[config.mk]
export PLATFORM = sky130hd
export DESIGN_NAME = contador_bcd_9999
export DESIGN_NICKNAME = d
export VERILOG_FILES = /design/src/rtl/contador_bcd_pkg.sv /design/src/rtl/contador_bcd_9999_digito.sv /design/src/rtl/contador_bcd_9999.sv
export SDC_FILE = /design/constraint.sdc
export NUM_CORES = 1
export LEC_CHECK = 0
export ABC_CLOCK_PERIOD_IN_PS = 4740
export BUFFER_PORTS_ARGS = -buffer_cell sky130_fd_sc_hd__buf_2
export CAP_MARGIN = 20
export CORE_ASPECT_RATIO = 2
export CORE_MARGIN = 2
export CORE_UTILIZATION = 35
export DETAILED_ROUTE_END_ITERATION = 12
export GPL_TIMING_DRIVEN = 0
export SETUP_SLACK_MARGIN = 0.1
export SLEW_MARGIN = 0
export SYNTH_ARGS = -nofsm -noshare
export SYNTH_HDL_FRONTEND = slang
export SYNTH_HIERARCHICAL = 1
export SYNTH_SLANG_ARGS = --single-unit
[constraint.sdc]
create_clock -name clk -period 4.74 [get_ports clk]
set_input_delay 0.948 -clock clk [delete_from_list [all_inputs] [get_ports clk]]
set_output_delay 0.948 -clock clk [all_outputs]
set_load 0.02 [all_outputs]
[src/rtl/contador_bcd_pkg.sv]
// Shared types, constants and helpers for the four-decade BCD counter.
package contador_bcd_pkg;

   typedef logic [3:0] digito_bcd_t;

   localparam digito_bcd_t BCD_MAX = 4'd9;

   // Map any non-decimal nibble (A..F) to zero so a bad load can never
   // push a digit outside 0..9.
   function automatic digito_bcd_t sanear_bcd(input logic [3:0] nibble);
      return (nibble > BCD_MAX) ? digito_bcd_t'(4'd0) : digito_bcd_t'(nibble);
   endfunction

endpackage

[src/rtl/contador_bcd_9999_digito.sv]
// One BCD decade: holds a digit 0..9, steps up or down when paso is set,
// and flags a carry/borrow for the next decade in the chain.
module digito_bcd
   import contador_bcd_pkg::*;
(
   input  logic        clk,
   input  logic        rst,
   input  logic        cargar,
   input  digito_bcd_t valor,
   input  logic        paso,
   input  logic        abajo,
   output digito_bcd_t digito,
   output logic        acarreo
);

   digito_bcd_t digito_reg;
   digito_bcd_t digito_next;

   // Next digit on a step: wrap 9->0 counting up, 0->9 counting down.
   always_comb begin
      digito_next = digito_reg;
      if (abajo) begin
         if (digito_reg == 4'd0) begin
            digito_next = BCD_MAX;
         end else begin
            digito_next = digito_reg - 4'd1;
         end
      end else begin
         if (digito_reg >= BCD_MAX) begin
            digito_next = 4'd0;
         end else begin
            digito_next = digito_reg + 4'd1;
         end
      end
   end

   // Digit register: reset beats load, load beats step.
   always_ff @(posedge clk) begin
      if (rst) begin
         digito_reg <= 4'd0;
      end else if (cargar) begin
         digito_reg <= valor;
      end else if (paso) begin
         digito_reg <= digito_next;
      end
   end

   // Carry (up) or borrow (down) ripples to the next decade in the same cycle.
   assign acarreo = paso && (abajo ? (digito_reg == 4'd0) : (digito_reg == BCD_MAX));
   assign digito  = digito_reg;

endmodule

[src/rtl/contador_bcd_9999.sv]
// Four-decade synchronous BCD counter 0000..9999 driven by a prescaler tick.
// Optional down counting is compiled in with the macro CUENTA_ABAJO_EN;
// without it the direccion input is ignored and the counter only counts up.
module contador_bcd_9999
   import contador_bcd_pkg::*;
#(
   parameter int unsigned DIV = 50_000_000
)(
   input  logic        clk,
   input  logic        rst,
   input  logic        habilitar,
   input  logic        cargar,
   input  logic [15:0] valor_carga,
   input  logic        direccion,
   output logic [3:0]  bcd_unidades,
   output logic [3:0]  bcd_decenas,
   output logic [3:0]  bcd_centenas,
   output logic [3:0]  bcd_millares,
   output logic        tick_cuenta,
   output logic        fin_cuenta
);

   localparam logic [31:0] PRE_MAX = 32'(DIV - 1);

   logic [31:0] pre_reg;
   logic        paso_cuenta;
   logic        abajo;
   logic        tick_reg;
   logic        fin_reg;

   digito_bcd_t digitos [4];
   logic [4:0]  paso_cadena;
   logic [3:0]  acarreos;

`ifdef CUENTA_ABAJO_EN
   assign abajo = direccion;
`else
   logic unused_direccion;
   assign unused_direccion = direccion;
   assign abajo = 1'b0;
`endif

   // Prescaler: counts enabled cycles 0..DIV-1; a load or reset restarts it.
   always_ff @(posedge clk) begin
      if (rst) begin
         pre_reg <= 32'd0;
      end else if (cargar) begin
         pre_reg <= 32'd0;
      end else if (habilitar) begin
         if (pre_reg == PRE_MAX) begin
            pre_reg <= 32'd0;
         end else begin
            pre_reg <= pre_reg + 32'd1;
         end
      end
   end

   assign paso_cuenta    = habilitar && (pre_reg == PRE_MAX);
   assign paso_cadena[0] = paso_cuenta;

   // Decade chain: each digit steps when every lower digit carries/borrows.
   generate
      for (genvar gi = 0; gi < 4; gi++) begin : g_digito
         digito_bcd u_digito (
            .clk     (clk),
            .rst     (rst),
            .cargar  (cargar),
            .valor   (sanear_bcd(valor_carga[gi*4 +: 4])),
            .paso    (paso_cadena[gi]),
            .abajo   (abajo),
            .digito  (digitos[gi]),
            .acarreo (acarreos[gi])
         );
         assign paso_cadena[gi+1] = acarreos[gi];
      end
   endgenerate

   // Output pulses follow the step by one cycle; a load suppresses them.
   always_ff @(posedge clk) begin
      if (rst) begin
         tick_reg <= 1'b0;
         fin_reg  <= 1'b0;
      end else begin
         tick_reg <= paso_cuenta && !cargar;
         fin_reg  <= paso_cadena[4] && !cargar;
      end
   end

   assign bcd_unidades = digitos[0];
   assign bcd_decenas  = digitos[1];
   assign bcd_centenas = digitos[2];
   assign bcd_millares = digitos[3];
   assign tick_cuenta  = tick_reg;
   assign fin_cuenta   = fin_reg;

endmodule
; Word-level counts from Yosys, hierarchy flattened
; Index checks and enable logic that the tools add are counted.
[word_totals]
register_bits = 50
in_bits = 21
output_inout_bits = 18
[op_classes]
n_addsub = 5
magnitude_cmp = 8
n_eq_ne = 5
muxes = 17
n_reduce_logical = 13
[op_table]
columns = cell, count
row1 = two-way mux 4 bit, 16
row2 = "adder 32 x 1 -> 32 bit, second input constant", 1
row3 = "equality test 32 x 26 -> 1 bit, second input constant", 1
row4 = two-way mux 32 bit, 1
row5 = "adder 4 x 1 -> 4 bit, second input constant", 4
row6 = "equality test 4 bit, second input constant", 4
row7 = ">= comparator 4 bit, second input constant", 4
row8 = "greater-than comparator 4 bit, second input constant", 4
row9 = nonzero test 2 bit, 4
row10 = logical AND 1 bit, 7
row11 = OR reduction 2 bit, 1
row12 = zero test 1 bit, 1

; Longest topological paths before layout
; Gate-level depths: netlist (run 1).
[logic_depth]
ltp_word = 7
depth_mapped = 15
mapped_depth_nobuf = 15

; Modules after synthesis
; Netlist (run 1), hierarchy kept.
[modules_own_cells]
columns = module, n_inst, cells_per_inst, area_per_inst_um2
row1 = digito_bcd, 4, 63, 455.4
row2 = contador_bcd_9999, 1, 206, 1800.5

; Worst setup path after synthesis (run 1)
; No wires, ideal clock.
[synth_path]
kind = register to register
from = reg pre_reg[0]
to = reg g_digito[3].u_digito.digito_reg[3]
t_arrival_ps = 3682
slack_ps = 988
path_stages_with_launch = 16
cell_sequence = dfxtp_1 -> ha_1 -> and4_1 -> nand4_1 -> or4_4 -> nor2_1 -> inv_1 -> nor3_1 -> inv_1 -> nor3_1 -> inv_1 -> nor3_1 -> inv_1 -> a311oi_2 -> nand4_1 -> a21oi_1
[synth_between]
elab_chain_len = 6
[synth_lines]
columns = item, line_no
row1 = start: declaration, contador_bcd_9999.sv:25  ; logic [31:0] pre_reg;
row2 = start signal: assignment, contador_bcd_9999.sv:53  ; pre_reg <= pre_reg + 32'd1;
row3 = equality test 32 x 26 -> 1 bit, contador_bcd_9999.sv:58  ; assign paso_cuenta = habilitar && (pre_reg == PRE_MAX);
row4 = logical AND 1 bit, contador_bcd_9999.sv:58
row5 = via paso_cuenta, contador_bcd_9999.sv:26  ; logic paso_cuenta;
row6 = logical AND 1 bit, contador_bcd_9999_digito.sv:49  ; assign acarreo = paso && (abajo ? (digito_reg == 4'd0) : (digito_reg == BCD_MAX));
row7 = via acarreos[0], contador_bcd_9999.sv:33  ; logic [3:0] acarreos;
row8 = logical AND 1 bit, contador_bcd_9999_digito.sv:49
row9 = via acarreos[1], contador_bcd_9999.sv:33
row10 = logical AND 1 bit, contador_bcd_9999_digito.sv:49
row11 = via acarreos[2], contador_bcd_9999.sv:33
row12 = nonzero test 2 bit (no source line), -
row13 = end signal: assignment, contador_bcd_9999_digito.sv:42  ; digito_reg <= valor;
row14 = end signal: assignment, contador_bcd_9999_digito.sv:44  ; digito_reg <= digito_next;
row15 = end: declaration, contador_bcd_9999_digito.sv:16  ; digito_bcd_t digito_reg;
; The timed path passes the listed nets, and every way through them passes these cells.
; A chain may end at the register's enable or synchronous reset.

; Worst setup path in the final report (run 1)
[layout_path]
from = reg pre_reg[30]
to = reg g_digito[3].u_digito.digito_reg[3]
; The elaborated chain is that of the path after synthesis.

==> results.rst, run 1 <==
.. list-table::
   :header-rows: 1

   * - Metric
     - Value
   * - Run status
     - finished clean
   * - Kind of end point of the critical path
     - flip-flop
   * - Global routing's busiest layer
     - met2
   * - Flip-flop count of the largest register, all copies and words added
     - 32
   * - Hold Worst Slack
     - 524 ps
   * - Routed length per instance
     - 14.2 um
   * - TritonCTS clock tree
     - done
   * - Clock transition at the register clock pins on the worst setup and hold paths after CTS
     - 60 ps
   * - Maximum clock insertion buffer count
     - 2
   * - Achievable frequency
     - 0.233 GHz
   * - Die area
     - 11,200 sq um
   * - Worst hold-check path type
     - flip-flop to flip-flop
   * - Total via count after detailed routing
     - 3,399
   * - Num CTS Buffers
     - 5
   * - Start-to-end type of the worst setup path
     - flip-flop to flip-flop
   * - Max VDD drop
     - 0.000180 V
   * - Number of setup violations in the final report
     - 0
   * - Cell Int Power
     - 0.686 mW
   * - Sequential share of the synthesized area
     - 27.6%
   * - Max Cap Viol
     - 0
   * - Net count reported at finish
     - 542
   * - Critical path, cell by cell
     - nor4_1 -> nand4_1 -> or4_4 -> nor2_1 -> inv_1 -> nor3_2 -> inv_1 -> nor3_2 -> inv_1 -> nor3_2 -> inv_1 -> a311oi_2 -> nand4_1 -> a21oi_1
   * - Period utilization
     - 90.6%
   * - LEAKAGE
     - 1.50 nW
   * - Number of standard-cell rows in the floorplan
     - 52
   * - Flops & latches, synth
     - 50
   * - Fin Clk Skew
     - 3.18 ps
   * - Root Buffer Master
     - sky130_fd_sc_hd__clkbuf_16
   * - Post-synth top flop
     - sky130_fd_sc_hd__dfxtp_1
   * - CP startpoint kind
     - flip-flop
   * - Buffer count from post-CTS setup fixing
     - 0
   * - Die width
     - 75.9 um
   * - Most Frequent Cell on Critical Path
     - sky130_fd_sc_hd__inv_1
   * - Synth cell count leaders
     - sky130_fd_sc_hd__nor2_1, sky130_fd_sc_hd__dfxtp_1, sky130_fd_sc_hd__a21oi_1, sky130_fd_sc_hd__nor3_1, sky130_fd_sc_hd__inv_1
   * - Worst-skew pair later-pin latency
     - 290 ps
   * - Yosys warning total
     - 6
   * - Synth top area share
     - 27.6%
   * - Number of flops mapped to enable cells by yosys
     - 0
   * - Total power divided by cell area
     - 223 nW/um^2
   * - RSZ-0062 raised after global routing
     - false
   * - Total overflow reported by the global router
     - 0
   * - Slack of the critical path
     - 446 ps
   * - Clock power frac
     - 38.5%
   * - Total wire length after detailed routing
     - 9.05 mm
   * - Proportion of total power due to net switching
     - 25.6%
   * - Met2 layer usage reported by global route
     - 33.1%
   * - Clk sink count
     - 50
   * - Final Non-Filler Cells
     - 638
   * - Number of antenna violations at the first check in global routing
     - 0
   * - Floorplan die height
     - 148 um
   * - Largest area contributor in the synthesized netlist
     - sky130_fd_sc_hd__dfxtp_1
   * - Area inside the core boundary
     - 10,100 sq um
   * - Hold Fails Final Rpt
     - 0
   * - Final critical delay including setup and external delays
     - 4290 ps
   * - Worst slew pin tran
     - 649 ps
   * - Top-count cell post-synth
     - sky130_fd_sc_hd__nor2_1
   * - Global placer's final weighted congestion
     - 0.862
   * - Iteration count of the initial detailed-routing pass
     - 4
   * - Remaining design rule violation count
     - 0
   * - Synthesis-to-finish area growth
     - 14.2%
   * - Maximum net fanout on the critical path
     - 5
   * - Pins over their slew limit
     - 0
   * - Routing usage on met1
     - 14.8%
   * - Share of layout cells above drive strength 1
     - 14.9%
   * - Number of filler cells placed in the layout
     - 1,044
   * - # port buffers
     - 36
   * - Worst path max stage delay
     - 590 ps
   * - Reg2Reg Setup Slack
     - 450 ps
   * - Hold-fix buffer count after cts
     - 0
   * - Net switching power
     - 0.236 mW
   * - Global-route wire length before repair
     - 14.9 mm
   * - Combinational group share of total power
     - 14.4%
   * - Starting utilization of the core area
     - 35.9%
   * - Cell count after placement
     - 632
   * - Dpl hpwl
     - 6.98 mm
   * - Area of the mapped netlist
     - 3620 sq um
   * - Pin count of the biggest net entering global routing
     - 21
   * - Inserted Diodes
     - 0
   * - 1st-iter DRT viols
     - 88
   * - Worst slack after detailed placement
     - -142 ps
   * - Remaining antenna violation count after routing
     - 0
   * - Vias/cell
     - 5.33
   * - Top Ports
     - 39
   * - Global-route usage over all layers
     - 16.1%
   * - Share of power burned in registers
     - 47.1%
   * - Dominant cells by area after synthesis
     - sky130_fd_sc_hd__dfxtp_1, sky130_fd_sc_hd__nor2_1, sky130_fd_sc_hd__ha_1
   * - Critical Path AT
     - 4520 ps
   * - CP Data Required Time
     - 4960 ps
   * - Synth unique cells
     - 52
   * - Instance count of the mapped netlist
     - 458
   * - Met3 Use GR
     - 2.50%
   * - Via count of the first global-routing pass
     - 3,332
   * - Cell with the largest stage delay on the worst path
     - sky130_fd_sc_hd__or4_4
   * - Average size of a mapped cell
     - 7.91 sq um
   * - CTS H-tree depth
     - 2
   * - Slew HR
     - 56.4%
   * - Share of flip-flops with an asynchronous set or reset
     - 0%
## layout make-up
class | instances | area [sq um] | area share [%]
plain buffers | 24 | 146 | 3.54
clock buffers | 6 | 139 | 3.36
inverters | 28 | 105 | 2.54
multi-input cells | 359 | 2400 | 57.9
flip-flops and latches | 50 | 1000 | 24.2
well taps | 135 | 169 | 4.08
repair buffers | 36 | 180 | 4.36
## cell families (layout without fill, tap and decap cells)
family                     after synthesis  in the layout  share of synthesized area, %
DFF                                     50             50                          27.6
adders and majority gates               17             17                          5.87
buffers and inverters                   52             94                          6.94
xor gates and xnor gates                29             29                          7.01
other                                    1              4                         0.104
AOI/OAI and AO/OA                       85             85                          16.0
and+or+nand+nor                        224            224                          36.5
## worst max-delay path: cells and delay by family, from the launching register on
family          cells  cell delay (ps)
compound gates      2              470
buf+inv             4              610
flops               1              340
simple gates        8             2790
## worst paths after layout
check | start | endpoint | cells past startpoint
worst max-delay path | pre_reg[30] | g_digito[3].u_digito/digito[3] | 14
worst min-delay path | pre_reg[31] | pre_reg[31] | 2
worst max register to register | pre_reg[30] | g_digito[3].u_digito/digito[3] | 14
worst min register to register | pre_reg[31] | pre_reg[31] | 2
## metrics by stage
step	util, %	TNS, ps	area (sq um)	power, mW
final	41.0	0	4140	0.922
after global routing	41.0	0	4140	0.968
after CTS	41.0	0	4130	0.934
after detailed placement	39.5	-281	3980	0.573
after global placement	39.5	-154	3980	0.571
after floorplan	-	0	3630	0.535
## power groups by stage
| stage | clock network [mW] | registers (mW) | logic [mW] |
|---|---|---|---|
| CTS | 0.369 | 0.434 | 0.130 |
| floorplan | 0 | 0.448 | 0.0873 |
| global placement | 0 | 0.444 | 0.127 |
| detailed placement | 0 | 0.444 | 0.129 |
| global route | 0.384 | 0.435 | 0.148 |
| finish | 0.355 | 0.435 | 0.132 |
## placed cells by master (no fill, tap or decap), types with 2 or more instances in the layout
master,instances
sky130_fd_sc_hd__nor3_2,4
sky130_fd_sc_hd__o31ai_1,4
sky130_fd_sc_hd__nor2_2,2
sky130_fd_sc_hd__o21ai_0,13
sky130_fd_sc_hd__a311oi_2,4
sky130_fd_sc_hd__buf_6,2
sky130_fd_sc_hd__xnor2_1,17
sky130_fd_sc_hd__o21bai_1,4
sky130_fd_sc_hd__nand3_1,9
sky130_fd_sc_hd__a21oi_1,29
sky130_fd_sc_hd__nand2b_1,8
sky130_fd_sc_hd__o211ai_1,4
sky130_fd_sc_hd__nand3b_1,5
sky130_fd_sc_hd__nor4bb_1,4
sky130_fd_sc_hd__a221oi_1,4
sky130_fd_sc_hd__a211oi_1,12
sky130_fd_sc_hd__nand2_1,12
sky130_fd_sc_hd__o2111ai_1,4
sky130_fd_sc_hd__or2b_1,12
sky130_fd_sc_hd__conb_1,4
sky130_fd_sc_hd__xor2_1,12
sky130_fd_sc_hd__a31o_2,4
sky130_fd_sc_hd__and4b_1,4
sky130_fd_sc_hd__or4_4,2
sky130_fd_sc_hd__nand4_1,15
sky130_fd_sc_hd__nor2b_1,17
sky130_fd_sc_hd__and2_1,6
sky130_fd_sc_hd__nor3_1,26
sky130_fd_sc_hd__dfxtp_1,50
sky130_fd_sc_hd__nor3b_1,8
sky130_fd_sc_hd__and4_1,5
sky130_fd_sc_hd__buf_2,42
sky130_fd_sc_hd__clkbuf_1,13
sky130_fd_sc_hd__or3b_1,4
sky130_fd_sc_hd__nor2_1,62
sky130_fd_sc_hd__clkbuf_16,5
sky130_fd_sc_hd__inv_1,28
sky130_fd_sc_hd__nor4_1,5
sky130_fd_sc_hd__ha_1,17
sky130_fd_sc_hd__and3_1,7
## routing by layer
| metal | routed length, um | share of wire (%) |
|---|---|---|
| met1 | 3320 | 37 |
| met2 | 5120 | 56 |
| met5 | 0 | 0 |
| met4 | 309 | 3.4 |
| met3 | 311 | 3.4 |
## what timing repair did
action,CTS,global route
endpoints found under the setup margin,3,2
hold endpoints to repair,0,0
pin swaps,0,0
resized for setup,2,1
Power figures use the tool's default switching activity.
==> run 2, diff against run 1 <==
--- a/config.mk
+++ b/config.mk
@@ -5,6 +5,7 @@
 export SDC_FILE = /design/constraint.sdc
 export NUM_CORES = 1
 export LEC_CHECK = 0
+export ABC_AREA = 1
 export ABC_CLOCK_PERIOD_IN_PS = 4740
 export BUFFER_PORTS_ARGS = -buffer_cell sky130_fd_sc_hd__buf_2
 export CAP_MARGIN = 20
==> run 2 against run 1 <==
  * Critical path type unchanged
  * Combinational power is 17% higher
  * Die area is 5.3% higher
  * Wire length is 14% higher
  * Critical path depth is 5 higher
  * Synthesized area is 5.6% higher
==> results.rst, run 2 <==
.. list-table::
   :header-rows: 1

   * - Metric
     - Value
   * - Slew HR
     - 60.1% (was 56.4%)
   * - Routed length per instance
     - 12.9 um (was 14.2 um)
   * - Die width
     - 77.9 um (was 75.9 um)
   * - Final critical delay including setup and external delays
     - 3560 ps (was 4290 ps)
   * - Net count reported at finish
     - 699 (was 542)
   * - Starting utilization of the core area
     - 35.4% (was 35.9%)
   * - Commonest non-fill, non-tap cell in the layout
     - sky130_fd_sc_hd__nand2_1 (was sky130_fd_sc_hd__nor2_1)
   * - Max VDD drop
     - 0.000137 V (was 0.000180 V)
   * - Worst-skew pair later-pin latency
     - 300 ps (was 290 ps)
   * - Area inside the core boundary
     - 10,800 sq um (was 10,100 sq um)
   * - Synthesis-to-finish area growth
     - 15.6% (was 14.2%)
   * - Sequential share of the synthesized area
     - 26.2% (was 27.6%)
   * - Number of flops mapped to enable cells by yosys
     - 0 (unchanged)
   * - 1st-iter DRT viols
     - 154 (was 88)
   * - Vias/cell
     - 4.89 (was 5.33)
   * - Final total negative setup slack
     - 0 ps (unchanged)
   * - Highest-count cells in the layout ignoring fill and taps
     - sky130_fd_sc_hd__nand2_1, sky130_fd_sc_hd__nor2_1, sky130_fd_sc_hd__inv_1 (was sky130_fd_sc_hd__nor2_1, sky130_fd_sc_hd__dfxtp_1, sky130_fd_sc_hd__buf_2)
   * - Yosys warning total
     - 6 (unchanged)
   * - Number of buffers and inverters on the critical path
     - 5 (was 4)
   * - LEAKAGE
     - 1.94 nW (was 1.50 nW)
   * - Top-count cell post-synth
     - sky130_fd_sc_hd__nand2_1 (was sky130_fd_sc_hd__nor2_1)
   * - Synth unique cells
     - 32 (was 52)
   * - Worst path max stage delay
     - 480 ps (was 590 ps)
   * - Buffer count from post-CTS setup fixing
     - 0 (unchanged)
   * - Dominant cells by area after synthesis
     - sky130_fd_sc_hd__dfxtp_1, sky130_fd_sc_hd__nand2_1, sky130_fd_sc_hd__nor2_1 (was sky130_fd_sc_hd__dfxtp_1, sky130_fd_sc_hd__nor2_1, sky130_fd_sc_hd__ha_1)
   * - Hold Worst Slack
     - 505 ps (was 524 ps)
   * - Maximum net fanout on the critical path
     - 4 (was 5)
   * - Number of gates on the worst path with buffers counted
     - 19 (was 14)
   * - Via count of the first global-routing pass
     - 3,748 (was 3,332)
   * - Remaining design rule violation count
     - 0 (unchanged)
   * - Num CTS Buffers
     - 5 (unchanged)
   * - Hold-fix buffer count after cts
     - 0 (unchanged)
   * - Achievable frequency
     - 0.281 GHz (was 0.233 GHz)
   * - Clk sink count
     - 50 (unchanged)
   * - Synth top area share
     - 26.2% (was 27.6%)
   * - FF-to-FF path depth
     - 19 (was 14)
   * - Flops & latches, synth
     - 50 (unchanged)
   * - Global-route usage over all layers
     - 17.8% (was 16.1%)
   * - Dpl hpwl
     - 8.27 mm (was 6.98 mm)
   * - Largest area contributor in the synthesized netlist
     - sky130_fd_sc_hd__dfxtp_1 (unchanged)
   * - TritonCTS clock tree
     - done (unchanged)
   * - Worst slew pin tran
     - 599 ps (was 649 ps)
   * - Iteration count of the initial detailed-routing pass
     - 4 (unchanged)
   * - Root Buffer Master
     - sky130_fd_sc_hd__clkbuf_16 (unchanged)
   * - Number of cells traversed by the worst hold path
     - 2 (unchanged)
   * - Cell with the largest stage delay on the worst path
     - sky130_fd_sc_hd__nor3_1 (was sky130_fd_sc_hd__or4_4)
   * - Total overflow reported by the global router
     - 0 (unchanged)
   * - Post-synth top flop
     - sky130_fd_sc_hd__dfxtp_1 (unchanged)
   * - Floorplan die height
     - 152 um (was 148 um)
   * - Instance count of the mapped netlist
     - 598 (was 458)
   * - Average size of a mapped cell
     - 6.39 sq um (was 7.91 sq um)
   * - Area of the mapped netlist
     - 3820 sq um (was 3620 sq um)
   * - Run status
     - finished clean (unchanged)
   * - Global-route wire length before repair
     - 17.1 mm (was 14.9 mm)
   * - Total wire length after detailed routing
     - 10.4 mm (was 9.05 mm)
   * - Clock transition at the register clock pins on the worst setup and hold paths after CTS
     - 70 ps (was 60 ps)
   * - Inserted Diodes
     - 0 (unchanged)
   * - Maximum clock insertion buffer count
     - 2 (unchanged)
   * - Start-to-end type of the worst setup path
     - flip-flop to flip-flop (unchanged)
   * - Pin count of the biggest net entering global routing
     - 30 (was 21)
   * - CP startpoint kind
     - flip-flop (unchanged)
   * - Number of setup violations in the final report
     - 0 (unchanged)
   * - Number of antenna violations at the first check in global routing
     - 0 (unchanged)
   * - Critical Path AT
     - 3790 ps (was 4520 ps)
   * - Die area
     - 11,800 sq um (was 11,200 sq um)
   * - Largest delay share family, worst path
     - simple AND/OR/NAND/NOR gates (unchanged)
   * - Global placer's final weighted congestion
     - 0.950 (was 0.862)
   * - Synth cell count leaders
     - sky130_fd_sc_hd__nand2_1, sky130_fd_sc_hd__nor2_1, sky130_fd_sc_hd__inv_1 (was sky130_fd_sc_hd__nor2_1, sky130_fd_sc_hd__dfxtp_1, sky130_fd_sc_hd__a21oi_1, sky130_fd_sc_hd__nor3_1, sky130_fd_sc_hd__inv_1)
   * - Kind of end point of the critical path
     - flip-flop (unchanged)
   * - RSZ-0062 raised after global routing
     - false (unchanged)
   * - Flip-flop count of the largest register, all copies and words added
     - 32 (unchanged)
   * - CTS H-tree depth
     - 2 (unchanged)
   * - Hold Fails Final Rpt
     - 0 (unchanged)
   * - Share of layout cells above drive strength 1
     - 16.6% (was 14.9%)
   * - Total power divided by cell area
     - 227 nW/um^2 (was 223 nW/um^2)
   * - Critical path, cell by cell
     - ha_1 -> nand2_1 -> nor2_1 -> nand2_1 -> nor3_1 -> nand3_1 -> nor2_1 -> inv_1 -> nor3_1 -> inv_1 -> nor3_1 -> inv_1 -> nor3_1 -> inv_1 -> nor2_1 -> nand2_1 -> inv_1 -> nand2_1 -> a21oi_1 (was nor4_1 -> nand4_1 -> or4_4 -> nor2_1 -> inv_1 -> nor3_2 -> inv_1 -> nor3_2 -> inv_1 -> nor3_2 -> inv_1 -> a311oi_2 -> nand4_1 -> a21oi_1)
   * - Remaining antenna violation count after routing
     - 0 (unchanged)
   * - Number of standard-cell rows in the floorplan
     - 54 (was 52)
   * - Fin Clk Skew
     - 9.79 ps (was 3.18 ps)
   * - Worst hold-check path type
     - flip-flop to flip-flop (unchanged)
   * - Most Frequent Cell on Critical Path
     - sky130_fd_sc_hd__inv_1 (unchanged)
   * - Pins over their slew limit
     - 0 (unchanged)
   * - Top Ports
     - 39 (unchanged)
   * - Total via count after detailed routing
     - 3,919 (was 3,399)
   * - Period utilization
     - 75.1% (was 90.6%)
   * - Max Cap Viol
     - 0 (unchanged)
   * - Share of flip-flops with an asynchronous set or reset
     - 0% (unchanged)
   * - # port buffers
     - 37 (was 36)
   * - CP Data Required Time
     - 4970 ps (was 4960 ps)
   * - Number of gates given a new drive strength after cts
     - 0 (was 2)
## run 2: layout make-up
class | instances | area (sq um)
Buffer | 7 | 71.3
Clock buffer | 8 | 166
Fill cell | 1194 | 6390
Inverter | 96 | 365
Multi-Input combinational cell | 464 | 2460
Sequential cell | 50 | 1000
Tap cell | 140 | 175
Timing Repair Buffer | 37 | 185
## run 2: cells by family (layout without fill, tap and decap cells)
| family | after synthesis | in the layout | synth area share, % |
|---|---|---|---|
| other | 1 | 20 | 0.0981 |
| adders and majority gates | 17 | 17 | 5.56 |
| AOI/OAI and AO/OA | 63 | 63 | 10.0 |
| DFF | 50 | 50 | 26.2 |
| and+or+nand+nor | 350 | 350 | 43.5 |
| xor gates and xnor gates | 14 | 14 | 3.21 |
| buffers and inverters | 103 | 148 | 11.4 |
## run 2: stage by stage
step | area (sq um) | power, mW | std cells | utilization, % | worst slack, ps
floorplan | 3890 | 0.558 | 617 | - | 2110
global placement | 4260 | 0.601 | 794 | 39.4 | 966
detailed placement | 4260 | 0.603 | 794 | 39.4 | 927
global route | 4420 | 1.05 | 802 | 40.9 | 872
CTS | 4420 | 1.02 | 802 | 40.9 | 1070
finish | 4420 | 1.00 | 802 | 40.9 | 1180
## run 2: worst paths after layout
kind              slack [ps]        from                              to
setup reg to reg        1180  pre_reg[1]  g_digito[3].u_digito/digito[0]
hold / removal           500  pre_reg[1]                      pre_reg[1]
setup / recovery        1180  pre_reg[1]  g_digito[3].u_digito/digito[0]
hold reg to reg          500  pre_reg[1]                      pre_reg[1]
## run 2: per-layer routing
| metal | GRT usage (%) | wire length, um | vias to the layer above |
|---|---|---|---|
| met3 | 2.32 | 265 | 30 |
| met5 | 0 | 0 | - |
| li1 | - | - | 2017 |
| met2 | 36.7 | 6020 | 86 |
| met4 | 8.10 | 397 | 0 |
| met1 | 16.3 | 3670 | 1786 |
## run 2: tightest hold or removal path: stages, from the launching register on
cell and delay [ps]:
sky130_fd_sc_hd__dfxtp_1 340, sky130_fd_sc_hd__nand2_1 70, sky130_fd_sc_hd__a21oi_1 50
## run 2: report_power, final
part           internal (mW)  switching (mW)  total [mW]
combinational         0.0587          0.0963       0.155
clock                  0.240           0.169       0.408
sequential             0.427          0.0131       0.440
==> run 3, diff against run 2 <==
--- a/config.mk
+++ b/config.mk
@@ -5,8 +5,8 @@
 export SDC_FILE = /design/constraint.sdc
 export NUM_CORES = 1
 export LEC_CHECK = 0
-export ABC_AREA = 1
-export ABC_CLOCK_PERIOD_IN_PS = 4740
+export ABC_AREA = 0
+export ABC_CLOCK_PERIOD_IN_PS = 2900
 export BUFFER_PORTS_ARGS = -buffer_cell sky130_fd_sc_hd__buf_2
 export CAP_MARGIN = 20
 export CORE_ASPECT_RATIO = 2
==> constraint.sdc (replaced) <==
create_clock -name clk -period 2.9 [get_ports clk]
set_input_delay 0.58 -clock clk [delete_from_list [all_inputs] [get_ports clk]]
set_output_delay 0.58 -clock clk [all_outputs]
set_load 0.02 [all_outputs]
==> run 3 against run 2 <==
  * Register-to-register slack lost 1100 ps
  * Final area grew 0.68%
  * Clock power grew 48%
  * Die area shrank 5.1%
  * Critical path depth shrank 4
  * Flip-flop and latch count is the same
  * Non-clock buffer count grew 33
  * First-iteration DRC count shrank 36%
  * Final cell count shrank 18%
  * Core utilization grew 3.2 points
  * Clock skew shrank 5.0 ps
  * Sequential power grew 61%
  * Highest routed layer unchanged
==> results.rst, run 3 (same netlist as run 1, synthesis figures left out) <==
.. list-table::
   :header-rows: 1

   * - Metric
     - Value
   * - Post-layout total power
     - 1.54 mW (was 1.00 mW)
   * - Die width
     - 75.9 um (was 77.9 um)
   * - Number of standard-cell rows in the floorplan
     - 52 (was 54)
   * - Critical Path AT
     - 3090 ps (was 3790 ps)
   * - Max Cap Viol
     - 0 (unchanged)
   * - Num CTS Buffers
     - 5 (unchanged)
   * - Global-route usage over all layers
     - 17.5% (was 17.8%)
   * - Achievable frequency
     - 0.350 GHz (was 0.281 GHz)
   * - Pin count of the biggest net entering global routing
     - 21 (was 30)
   * - Max VDD drop
     - 0.000415 V (was 0.000137 V)
   * - Die area
     - 11,200 sq um (was 11,800 sq um)
   * - # port buffers
     - 36 (was 37)
   * - Commonest non-fill, non-tap cell in the layout
     - sky130_fd_sc_hd__nor2_1 (was sky130_fd_sc_hd__nand2_1)
   * - Period utilization
     - 98.7% (was 75.1%)
   * - Kind of end point of the critical path
     - flip-flop (unchanged)
   * - Flip-flop count of the largest register, all copies and words added
     - 32 (unchanged)
   * - RSZ-0062 raised after global routing
     - true (was false)
   * - Vias/cell
     - 5.33 (was 4.89)
   * - Inserted Diodes
     - 0 (unchanged)
   * - Floorplan die height
     - 148 um (was 152 um)
   * - Utilization after layout
     - 44.1% (was 40.9%)
   * - Pins over their slew limit
     - 0 (unchanged)
   * - CP startpoint kind
     - flip-flop (unchanged)
   * - Highest-count cells in the layout ignoring fill and taps
     - sky130_fd_sc_hd__nor2_1, sky130_fd_sc_hd__buf_2, sky130_fd_sc_hd__dfxtp_1 (was sky130_fd_sc_hd__nand2_1, sky130_fd_sc_hd__nor2_1, sky130_fd_sc_hd__inv_1)
   * - Slew HR
     - 58.7% (was 60.1%)
   * - Total overflow reported by the global router
     - 0 (unchanged)
   * - Maximum net fanout on the critical path
     - 4 (unchanged)
   * - 1st-iter DRT viols
     - 98 (was 154)
   * - Remaining antenna violation count after routing
     - 0 (unchanged)
   * - Clock transition at the register clock pins on the worst setup and hold paths after CTS
     - 70 ps (about the same)
   * - Hold-fix buffer count after cts
     - 0 (unchanged)
   * - LEAKAGE
     - 1.62 nW (was 1.94 nW)
   * - Total wire length after detailed routing
     - 9.78 mm (was 10.4 mm)
   * - Root Buffer Master
     - sky130_fd_sc_hd__clkbuf_16 (unchanged)
   * - Starting utilization of the core area
     - 35.9% (was 35.4%)
   * - Worst-skew pair later-pin latency
     - 300 ps (about the same)
   * - Via count of the first global-routing pass
     - 3,531 (was 3,748)
   * - Iteration count of the initial detailed-routing pass
     - 4 (unchanged)
   * - Post-route standard cell area excluding fillers
     - 4450 sq um (was 4420 sq um)
   * - Global-route wire length before repair
     - 16.2 mm (was 17.1 mm)
   * - Routed length per instance
     - 14.9 um (was 12.9 um)
   * - Number of antenna violations at the first check in global routing
     - 0 (unchanged)
   * - Start-to-end type of the worst setup path
     - flip-flop to flip-flop (unchanged)
   * - CTS H-tree depth
     - 2 (unchanged)
   * - Top Ports
     - 39 (unchanged)
   * - Number of setup violations in the final report
     - 0 (unchanged)
   * - Synthesis-to-finish area growth
     - 22.9% (was 15.6%)
   * - CP Data Required Time
     - 3130 ps (was 4970 ps)
   * - Number of cells traversed by the worst hold path
     - 2 (unchanged)
   * - Hold Fails Final Rpt
     - 0 (unchanged)
   * - Net count reported at finish
     - 559 (was 699)
   * - Global placer's final weighted congestion
     - 0.841 (was 0.950)
   * - Clk sink count
     - 50 (unchanged)
   * - Worst slew pin tran
     - 614 ps (was 599 ps)
   * - Dpl hpwl
     - 7.20 mm (was 8.27 mm)
   * - Fin Clk Skew
     - 4.80 ps (was 9.79 ps)
   * - Maximum clock insertion buffer count
     - 2 (unchanged)
   * - Share of layout cells above drive strength 1
     - 22.8% (was 16.6%)
   * - TritonCTS clock tree
     - done (unchanged)
   * - Total power divided by cell area
     - 346 nW/um^2 (was 227 nW/um^2)
   * - Final critical delay including setup and external delays
     - 2860 ps (was 3560 ps)
   * - Area after DPL
     - 4040 sq um (was 4260 sq um)
   * - Run status
     - finished clean (unchanged)
   * - FF-to-FF path depth
     - 15 (was 19)
   * - Total via count after detailed routing
     - 3,499 (was 3,919)
   * - Worst hold-check path type
     - flip-flop to flip-flop (unchanged)
   * - Area inside the core boundary
     - 10,100 sq um (was 10,800 sq um)
   * - Remaining design rule violation count
     - 0 (unchanged)
   * - Hold Worst Slack
     - 524 ps (was 505 ps)
==> run 3: metrics by stage <==
| step | TNS [ps] | instances | setup slack, ps |
|---|---|---|---|
| CTS | -810 | 655 | -219 |
| global route | -778 | 657 | -161 |
| floorplan | 0 | 461 | 103 |
| global placement | -2120 | 632 | -453 |
| finish | 0 | 657 | 39.0 |
| detailed placement | -2280 | 632 | -471 |
==> run 3: report_power, final <==
part           internal [mW]  switching (mW)
Clock                  0.320           0.282
Combinational         0.0937           0.137
Sequential             0.692          0.0163
Total                   1.11           0.435
==> run 3: worst paths after layout <==
check        slack [ps]                              to        start
max                  40  g_digito[3].u_digito/digito[3]   pre_reg[1]
min                 520                     pre_reg[22]  pre_reg[22]
max reg2reg          40  g_digito[3].u_digito/digito[3]   pre_reg[1]
min reg2reg         520                     pre_reg[22]  pre_reg[22]
==> run 3: area by class of cell <==
| class | count | area (sq um) |
|---|---|---|
| Fill cell | 1019 | 5630 |
| Timing Repair Buffer | 53 | 315 |
| Clock inverter | 3 | 21.3 |
| Inverter | 28 | 105 |
| Buffer | 24 | 149 |
| Tap cell | 135 | 169 |
| Multi-Input combinational cell | 359 | 2540 |
| Clock buffer | 5 | 125 |
| Sequential cell | 50 | 1020 |
==> run 3: worst max-delay path, cell delays in order, from the launching register on <==
cell	delay (ps)
sky130_fd_sc_hd__dfxtp_4	370
sky130_fd_sc_hd__ha_4	130
sky130_fd_sc_hd__and4_1	180
sky130_fd_sc_hd__nand4_1	90
sky130_fd_sc_hd__or4_4	560
sky130_fd_sc_hd__nor2_4	150
sky130_fd_sc_hd__inv_2	60
sky130_fd_sc_hd__nor3_4	130
sky130_fd_sc_hd__inv_2	70
sky130_fd_sc_hd__nor3_4	220
sky130_fd_sc_hd__inv_2	100
sky130_fd_sc_hd__nor3_4	150
sky130_fd_sc_hd__inv_2	80
sky130_fd_sc_hd__a311oi_4	250
sky130_fd_sc_hd__nand4_1	120
sky130_fd_sc_hd__a21oi_1	130
==> run 3: what timing repair did <==
action	4_1_cts	5_1_grt
resized for setup	25	11
buffers inserted	16	3
pin swaps	18	18
endpoints found under the setup margin	9	10
==> run 3: routing by layer <==
layer	global-route usage [%]	routed length, um
met3	2.26	259
met4	9.18	408
met2	36.3	5610
met5	0	0
met1	15.9	3500
